<file path="src/rtl/bus_memcpy_master.sv">
// DMA copy engine: copies len 32-bit words from src to dst over a req/ack/resp
// memory bus, one read followed by one write per word, one transaction in flight.
module bus_memcpy_master #(
    parameter int unsigned len_width = 16,
    parameter int unsigned addr_step = 4
) (
    input  logic                 clk_i,
    input  logic                 rst_i,
    input  logic                 start_i,
    input  logic [31:0]          src_addr_bi,
    input  logic [31:0]          dst_addr_bi,
    input  logic [len_width-1:0] len_bi,
    output logic                 busy_o,
    output logic                 done_o,
    output logic [len_width-1:0] words_done_bo,
    output logic                 bus_req_o,
    output logic                 bus_we_o,
    output logic [31:0]          bus_addr_bo,
    output logic [3:0]           bus_be_bo,
    output logic [31:0]          bus_wdata_bo,
    input  logic                 bus_ack_i,
    input  logic                 bus_resp_i,
    input  logic [31:0]          bus_rdata_bi
);

    localparam logic [31:0]          step = 32'(addr_step);
    localparam logic [len_width-1:0] one  = len_width'(1);

    typedef enum logic [2:0] {
        IDLE,
        RD_REQ,
        RD_WAIT,
        WR_REQ,
        DONE
    } state_t;

    state_t               state;
    logic [31:0]          cur_src;
    logic [31:0]          cur_dst;
    logic [len_width-1:0] remaining;

    assign bus_be_bo = 4'hF;

    // Control FSM; every bus-facing output is a register updated on the transition into a state.
    always_ff @(posedge clk_i) begin
        if (rst_i) begin
            state         <= IDLE;
            cur_src       <= '0;
            cur_dst       <= '0;
            remaining     <= '0;
            busy_o        <= 1'b0;
            done_o        <= 1'b0;
            words_done_bo <= '0;
            bus_req_o     <= 1'b0;
            bus_we_o      <= 1'b0;
            bus_addr_bo   <= '0;
            bus_wdata_bo  <= '0;
        end else begin
            done_o <= 1'b0;
            case (state)
                IDLE: begin
                    if (start_i) begin
                        cur_src       <= src_addr_bi;
                        cur_dst       <= dst_addr_bi;
                        remaining     <= len_bi;
                        words_done_bo <= '0;
                        busy_o        <= 1'b1;
                        if (len_bi == '0) begin
                            state  <= DONE;
                            done_o <= 1'b1;
                        end else begin
                            state       <= RD_REQ;
                            bus_req_o   <= 1'b1;
                            bus_we_o    <= 1'b0;
                            bus_addr_bo <= src_addr_bi;
                        end
                    end
                end
                RD_REQ: begin
                    if (bus_ack_i) begin
                        cur_src   <= cur_src + step;
                        bus_req_o <= 1'b0;
                        state     <= RD_WAIT;
                    end
                end
                RD_WAIT: begin
                    if (bus_resp_i) begin
                        bus_wdata_bo <= bus_rdata_bi;
                        bus_req_o    <= 1'b1;
                        bus_we_o     <= 1'b1;
                        bus_addr_bo  <= cur_dst;
                        state        <= WR_REQ;
                    end
                end
                WR_REQ: begin
                    if (bus_ack_i) begin
                        cur_dst       <= cur_dst + step;
                        words_done_bo <= words_done_bo + one;
                        remaining     <= remaining - one;
                        bus_we_o      <= 1'b0;
                        // Last word: drop the request; otherwise go straight into the next read.
                        if (remaining == one) begin
                            bus_req_o <= 1'b0;
                            done_o    <= 1'b1;
                            state     <= DONE;
                        end else begin
                            bus_addr_bo <= cur_src;
                            state       <= RD_REQ;
                        end
                    end
                end
                DONE: begin
                    busy_o <= 1'b0;
                    state  <= IDLE;
                end
                default: begin
                    busy_o    <= 1'b0;
                    bus_req_o <= 1'b0;
                    state     <= IDLE;
                end
            endcase
        end
    end

endmodule

</file>
<file path="config.mk">
export PLATFORM = sky130hd
export DESIGN_NAME = bus_memcpy_master
export DESIGN_NICKNAME = d
export VERILOG_FILES = /design/src/rtl/bus_memcpy_master.sv
export SDC_FILE = /design/constraint.sdc
export NUM_CORES = 1
export LEC_CHECK = 0
export BUFFER_PORTS_ARGS = -buffer_cell sky130_fd_sc_hd__clkbuf_2
export CORE_UTILIZATION = 27
export DETAILED_ROUTE_END_ITERATION = 16
export MAX_ROUTING_LAYER = met4
export SLEW_MARGIN = 10
export SYNTH_ARGS = -nofsm -noshare
export SYNTH_HDL_FRONTEND = slang
export SYNTH_SLANG_ARGS = --single-unit
</file>
<file path="constraint.sdc">
create_clock -name clk_i -period 2 [get_ports clk_i]
set_clock_uncertainty 0.15 [all_clocks]
set_input_delay 0.2 -clock clk_i [delete_from_list [all_inputs] [get_ports clk_i]]
set_output_delay 0.2 -clock clk_i [all_outputs]
set_load 0.05 [all_outputs]
</file>
; ---- Word-level counts from Yosys, hierarchy flattened
; Index checks and enable logic that the tools add are counted.
[totals]
reg_bits = 167
output_inout_bits = 88
wordCells = 85
[classes]
n_mux = 42
bitwise = 2
add_sub_neg = 4
eq_ne = 12
reduce_logical = 14
[ops]
columns = cell, count
row1 = 32-bit two-way mux, 9
row2 = 32-bit case mux with 2 select lines, 2
row3 = 32-bit case mux with 3 select lines, 1
row4 = 32-bit by 3-bit adder with 32-bit output (second input constant), 2
row5 = 16-bit two-way mux, 4
row6 = 16-bit case mux with 2 select lines, 2
row7 = 3-bit two-way mux, 6
row8 = 16-bit by 1-bit adder with 16-bit output (second input constant), 1
row9 = 16-bit by 1-bit equality test with 1-bit output (second input constant), 1
row10 = 16-bit logical NOT, 1
row11 = 16-bit by 1-bit subtractor with 16-bit output (second input constant), 1
row12 = 2-bit inequality test (second input constant), 7
row13 = 1-bit two-way mux, 13
row14 = 3-bit case mux with 4 select lines, 1
row15 = 7-bit AND reduction, 1
row16 = 3-bit by 2-bit equality test with 1-bit output (second input constant), 2
row17 = 3-bit AND reduction, 2
row18 = 6-bit AND reduction, 1
row19 = 1-bit case mux with 5 select lines, 1
row20 = 5-bit AND reduction, 1
row21 = 1-bit case mux with 2 select lines, 2
row22 = 2-bit AND reduction, 2
row23 = 4-bit AND reduction, 1
row24 = 2-bit nonzero test, 2
row25 = 7 further kinds, 8

; ---- Depth between registers and ports, before layout
; Gate-level depths: netlist (run 1).
[depth]
depth_word = 4
depth_mapped = 9
depth_no_buf = 7

; ---- Worst setup path before layout (run 1)
; No wires, ideal clock.
[synth_path]
path_kind = reg-to-reg
start = register cur_dst[2]
end = register cur_dst[30]
path_buffers = 0
stages_incl_launch_ff = 7
arrival_ns = 1.900
slack_ns = -0.177
setup_time_ns = 0.127
synth_period_minus_slack_ns = 2.177
path_cell_list = dfxtp_1 > ha_1 > nand4_4 > nor4_4 > nand4_1 > and3_2 > or3_1
[synth_between]
elab_chain_len = 3
[synth_rtl]
columns = element, line
row1 = from (decl), 39  ; logic [31:0] cur_dst;
row2 = from (signal assigned), 64  ; cur_dst <= dst_addr_bi;
row3 = from (signal assigned), 97  ; cur_dst <= cur_dst + step;
row4 = 32-bit by 3-bit adder with 32-bit output, 97
row5 = 32-bit two-way mux, 96  ; if (bus_ack_i) begin
row6 = 32-bit case mux with 2 select lines, 60  ; case (state)
; Every way passes these cells. The select of a mux whose other input is x is not followed.
; A chain may end at the register's enable or synchronous reset.

; ---- Final worst setup path (run 1)
[layout_path]
start = register state[1]
end = register bus_addr_bo[24]
[layout_between]
elab_chain_len = 3
elab_cells_between_ends = 11
[layout_rtl]
columns = element, line
row1 = from (decl), 37  ; state_t state;
row2 = from (signal assigned), 47  ; state <= IDLE;
row3 = from (signal assigned), 69  ; state <= DONE;
row4 = from (signal assigned), 72  ; state <= RD_REQ;
row5 = 3-bit by 2-bit equality test with 1-bit output / 3-bit logical NOT (equally long branches), 60
row6 = 2-bit inequality test (no line) / 3-bit nonzero test (equally long branches), -
row7 = 6-bit AND reduction (no line), -
row8 = to (signal assigned), 75  ; bus_addr_bo <= src_addr_bi;
row9 = to (signal assigned), 91  ; bus_addr_bo <= cur_dst;
row10 = to (signal assigned), 107  ; bus_addr_bo <= cur_src;
row11 = to (decl), 18  ; output logic [31:0] bus_addr_bo,
; Several ways; a longest one is shown, not always the timed one.

==> flow_summary.yaml, run 1 <==
route:
  viasPerCell: 5.20
  route.detailed.drc: 0
  firstDrtPassIters: 6
  wl_mm: 36.0
  drt_iter0_markers: 855
  wl_per_cell_um: 17.5
  vias: 10659
  ant_nets: 0
synthesis:
  ys_seq_area_share_pct: 36.4
  yosys_warnings: 0
  synth_top_area_share_pct: 36.4
  yosys.cell_types.count: 84
  synth_seq_cells: 167
  synth_area_per_cell_um2: 7.71
  synthFlopType: "dfxtp_1"
  synth_edf_count: 0
  synth_area_leaders: "dfxtp_1, a21oi_1, nand2_1"
  synth_cells: 1192
  yosys.area.top_type: "dfxtp_1"
  syn_area_um2: 9190
  synthArstFlopShare_pct: 0
setup_path:
  rr_worst_depth: 9
  cp.depth: 9
  cp_num_buf_inv: 4
  crit_path_cell_trace: "buf_6, mux2i_2, o21ai_1, buf_4, o211ai_4, buf_12, clkbuf_16, or3_4, a21oi_2"
  cp_max_fo: 9
  start_kind: "flop"
  arrival_ns: 2.25
  worst_setup_path_end_kind: "flop"
  critPathTopFamily: "buffers and inverters"
  required_ns: 2.23
  slowest_stage: "or3_4"
  path_class: "flop to flop"
  critPathMaxStageDelay_ns: 0.39
clocking:
  clk_latency_ns: 0.44
  cts-root-buf: "clkbuf_16"
  clk_pin_slew_worst_paths_ns: 0.07
  max-clock-path-buffers: 2
  cts_num_sinks: 167
  tritoncts: "yes"
  cts_inserted_buffers: 17
  cts_max_level: 4
hold_path:
  holdPathStages: 3
  hold_class: "input pin to flop"
timing:
  tns_ns: -0.212
  fin_crit_sh_pct: 101
  slew_violations: 0
  timing.final.ws_setup_ns: -0.0268
  final-hold-violation-count: 0
  setup_viol: 13
  rsz0062_at_grt: "yes"
  fin_crit_ns: 2.03
  clock.fmax_mhz: 493
final_layout:
  area_growth_syn_to_layout_pct: 54.4
  multi_input_area_um2: 5810
  final_cells: 2051
  nets: 1710
  num-fill-cells: 3417
  drive_gt1_share_pct: 34.8
  final_cell_mix: "clkbuf_2, nand2_1, dfxtp_1"
  final_area_um2: 14200
  final_common_cell: "clkbuf_2"
  regArea_um2: 3370
floorplanning:
  dieWidth_um: 186
  io_pins: 205
  core_um2: 33500
  rows: 67
  die_area_um2: 34800
  die_h_um: 186
  initial_utilization_pct: 27.4
power:
  p_per_area_nw_per_um2: 711
  combPwrFrac_pct: 27.7
  ir_worst_vdd_v: 0.000659
  power.share.switching_pct: 32.6
  p_total_uw: 10100
  p_int_uw: 6800
  pwr-share-clk_pct: 35.1
  p_sw_uw: 3290
  p_leak_uw: 0.00571
  sequentialPowerShare_pct: 37.3
grt:
  grt_pass1_wl_mm: 53.2
  grt_start_max_net_pins: 69
  grt_use_total_pct: 19.5
  first_global_vias: 9798
  overflow: 0
  antenna_found_initial: 2
outcome:
  violations: "negative setup slack"
  outcome: "finished with violations"
placement:
  dp_cells: 1907
  place_ws_ns: -0.285
  hpwl_mm: 24.5
  finalWeightedCongestion: 0.925
  placed_area_um2: 11900
  portBuffers: 200
run:
  maxCapViolCount: 0
-- kinds of logic (layout without fill, tap and decap cells) --
kind of cell	after synthesis	count (layout)	share of synthesized area, %
adder cells (fa/ha/maj)	5	5	0.681
other	1	6	0.0408
buffers and inverters	112	516	5.57
XOR/XNOR	14	14	1.33
AND/OR/NAND/NOR	482	483	26.5
flip-flops	167	167	36.4
AO/OA/AOI/OAI	370	371	25.0
multiplexers	41	41	4.48
-- power groups by stage --
stage / Sequential, uW / Clock [uW] / Combinational (uW)
2_1_floorplan: 4070 / 0 / 1080
3_3_place_gp: 3810 / 0 / 2310
3_5_place_dp: 3810 / 0 / 2320
4_1_cts: 3740 / 3600 / 2460
5_1_grt: 3790 / 3720 / 2990
6_report: 3760 / 3540 / 2790
-- path summary, 6_finish.rpt --
check / startpoint / end / slack (ns)
hold / removal: dst_addr_bi[14] / cur_dst[14] / 0.003
setup reg to reg: state[1] / bus_addr_bo[24] / -0.03
hold reg to reg: bus_wdata_bo[0] / bus_wdata_bo[0] / 0.30
setup / recovery: state[1] / bus_addr_bo[24] / -0.03
-- cell type report --
| class | instances | share of cell area, % |
|---|---|---|
| clock inverters | 15 | 1.34 |
| inverters | 8 | 0.229 |
| clock buffers | 17 | 3.00 |
| diodes | 2 | 0.0353 |
| flip-flops and latches | 167 | 23.8 |
| repair buffers | 476 | 26.7 |
| multi-input cells | 918 | 41.0 |
| well taps | 448 | 3.95 |
-- per-stage QoR --
step	hold slack, ns	utilization, %
2_1_floorplan	0.186	-
3_3_place_gp	0.273	35.4
3_5_place_dp	0.278	35.4
4_1_cts	0.00196	39.5
5_1_grt	0.0314	42.3
6_report	0.00290	42.3
-- Yosys cell counts (all sizes together), types with 6 or more instances --
library cell	instances
a31oi	16
nand3	35
mux2i	40
and4	10
nor2	109
nand4	28
clkbuf	68
nor4	16
and2	21
xor2	11
dfxtp	167
and3	19
inv	8
a311oi	10
nor3b	7
or3	33
nor3	26
o211ai	15
a21oi	157
buf	36
o22ai	6
a32o	12
o41ai	7
o31ai	17
a21o	7
o21ai	75
a211oi	12
nand2	154
-- sequential cells by signal (all words and copies together) (netlist names) --
| name | flops |
|---|---|
| words_done_bo | 16 |
| cur_src | 32 |
| bus_addr_bo | 32 |
| state | 3 |
| bus_wdata_bo | 32 |
| done_o | 1 |
| remaining | 16 |
| bus_we_o | 1 |
| cur_dst | 32 |
| bus_req_o | 1 |
| busy_o | 1 |
-- worst min-delay path: cells and delay by family --
kind | cells | cell delay, ns
compound gates | 1 | 0.07
simple gates | 1 | 0.16
buf+inv | 1 | 0.11
-- per-layer routing --
layer	routed length, um	GRT usage (%)
met3	2300	3.59
met4	662	5.64
met5	0	-
met1	16300	26.0
met2	16700	29.9
-- repair_timing --
| item | in CTS | in global routing |
|---|---|---|
| cloned | 0 | 15 |
| endpoints found under the hold margin | 87 | 0 |
| hold buffers | 76 | 0 |
| endpoints found under the setup margin | 6 | 95 |
| buffers inserted | 0 | 20 |
| gates resized for setup | 4 | 132 |
| pin swaps | 1 | 54 |
Power figures use the tool's default switching activity.
==> inputs of run 2 (changes only) <==
CORE_UTILIZATION = 50   (was 27)
GPL_TIMING_DRIVEN = 0   (was not set)
PLACE_DENSITY = 0.77   (was not set)
==> run 2 against run 1 <==
Net effect:
- the run ends with negative hold slack, negative setup slack left
- final cell count is 12% lower
- combinational power is 4% higher
- flip-flop and latch count stayed put
- final area is 2.1% lower
- register-to-register slack worse by 0.21 ns
==> flow_summary.yaml, run 2 (synthesized netlist as in run 1, its figures left out) <==
outcome:
  outcome: "finished with violations"
  violations: "negative hold slack, negative setup slack"
floorplanning:
  io_pins: 205
  core_um2: 18000
  die_area_um2: 18900
  die_h_um: 138
  dieWidth_um: 138
  initial_utilization_pct: 51.1
  rows: 49
setup_path:
  path_class: "flop to flop"
  required_ns: 2.24
  worst_setup_path_end_kind: "flop"
  rr_worst_depth: 7
  critPathTopFamily: "simple AND/OR/NAND/NOR gates"
  r2r_end: "cur_dst[26]"
  r2r_start: "cur_dst[14]"
  crit_path_cell_trace: "nand4_1, buf_4, nor4_4, buf_4, nand4_1, nor4_1, a311o_1"
  cp_num_buf_inv: 2
  start_kind: "flop"
  critPathMaxStageDelay_ns: 0.40
  slowest_stage: "dfxtp_2"
  arrival_ns: 2.48
  r2r_setup_slack_ns: -0.24
  cp_max_fo: 8
timing:
  setup_viol: 79
  final-hold-violation-count: 2
  whs_ns: -0.00509
  timing.final.ws_setup_ns: -0.241
  rsz0062_at_grt: "yes"
  fin_crit_ns: 2.24
  clock.fmax_mhz: 446
  slew_violations: 0
  fin_crit_sh_pct: 112
  tns_ns: -4.48
  worst_pin_slew_ns: 0.991
  relSlewSlack_pct: 34.0
power:
  p_per_area_nw_per_um2: 736
  ir_worst_vdd_v: 0.000685
  p_total_uw: 10200
  p_leak_uw: 0.00559
route:
  wl_mm: 42.7
  wl_per_cell_um: 23.5
  firstDrtPassIters: 8
  vias: 12224
  viasPerCell: 6.75
  drt_iter0_markers: 2262
  ant_nets: 0
  route.detailed.drc: 0
final_layout:
  area_growth_syn_to_layout_pct: 51.2
  final_common_cell: "clkbuf_2"
  final_cells: 1812
  final_cell_mix: "clkbuf_2, nand2_1, a21oi_1"
  nets: 1691
  drive_gt1_share_pct: 36.9
grt:
  grt_start_max_net_pins: 17
  grt_use_total_pct: 40.4
  antenna_found_initial: 1
  first_global_vias: 10675
  grt_pass1_wl_mm: 56.6
  overflow: 0
hold_path:
  min_from: "src_addr_bi[6]"
  hold_end: "cur_src[6]"
  hold_class: "input pin to flop"
  holdPathStages: 5
run:
  maxCapViolCount: 0
placement:
  finalWeightedCongestion: 0.975
  portBuffers: 199
  hpwl_mm: 24.2
  dp_cells: 1623
clocking:
  tritoncts: "yes"
  max-clock-path-buffers: 2
  cts_max_level: 4
  cts-root-buf: "clkbuf_16"
  cts_num_sinks: 167
  cts_inserted_buffers: 17
  clk_pin_slew_worst_paths_ns: 0.07
  clk_latency_ns: 0.45
## run 2: cell count changes in the layout (fill, tap and decap cells not counted), sizes merged, moves of 2 or more
cell         previous run  this run
buf                   192       130
clkbuf                225       267
clkinv                  3         5
dlygate4sd3            76        80
inv                    14        12
## run 2: layout make-up
class / count / area [um2]
inverter: 8 / 30.0
clock buffer: 19 / 443
buffer: 97 / 860
clock inverter: 13 / 143
sequential: 167 / 3430
antenna: 1 / 2.50
timing repair buffer: 361 / 2590
multi-input combinational: 917 / 6100
fill: 1166 / 4080
tap: 229 / 287
## run 2: how the worst max path moves through the flow
| stage | start | slack (ns) | to | cells past startpoint |
|---|---|---|---|---|
| final | cur_dst[14] | -0.24 | cur_dst[26] | 7 |
| after global routing | state[1] | -0.25 | cur_dst[21] | 7 |
| after CTS | state[1] | -0.07 | cur_dst[20] | 7 |
| after detailed placement | len_bi[0] | -0.94 | bus_addr_bo[1] | 8 |
| after global placement | len_bi[0] | -0.91 | bus_addr_bo[20] | 8 |
| after floorplan | cur_dst[3] | -0.02 | cur_dst[30] | 6 |
## run 2: repair_timing
| action | CTS | global route |
|---|---|---|
| endpoints found under the hold margin | 87 | 0 |
| setup buffers | 38 | 33 |
| endpoints found under the setup margin | 163 | 153 |
| pin swaps | 32 | 72 |
| resized for setup | 205 | 235 |
| hold buffers | 80 | 0 |
| gates cloned | 2 | 10 |
## run 2: through the flow
stage	setup slack, ns	instance area [um2]	utilization, %
2_1_floorplan	-0.0167	9210	-
3_3_place_gp	-0.914	10500	58.4
3_5_place_dp	-0.944	10500	58.4
4_1_cts	-0.0664	12800	71.3
5_1_grt	-0.252	13900	77.3
6_report	-0.241	13900	77.3
## run 2: where the power goes
| group | internal [uW] | total [uW] | switching (uW) |
|---|---|---|---|
| Sequential | 3570 | 3880 | 304 |
| Clock | 1890 | 3430 | 1540 |
| Combinational | 1210 | 2910 | 1700 |
## run 2: routing by layer
| metal | vias to the layer above | routed length (um) | GRT usage, % |
|---|---|---|---|
| li1 | 5124 | - | - |
| met1 | 5520 | 14800 | 48.3 |
| met2 | 1165 | 18500 | 60.5 |
| met3 | 415 | 5740 | 10.2 |
| met4 | 0 | 3610 | 25.4 |
| met5 | - | 0 | - |
## run 2: tightest hold or removal path: stages
cell      delay (ns)
clkbuf_2        0.09
nand2_1         0.06
a21oi_1         0.06
a21oi_1         0.11
nor2_1          0.04
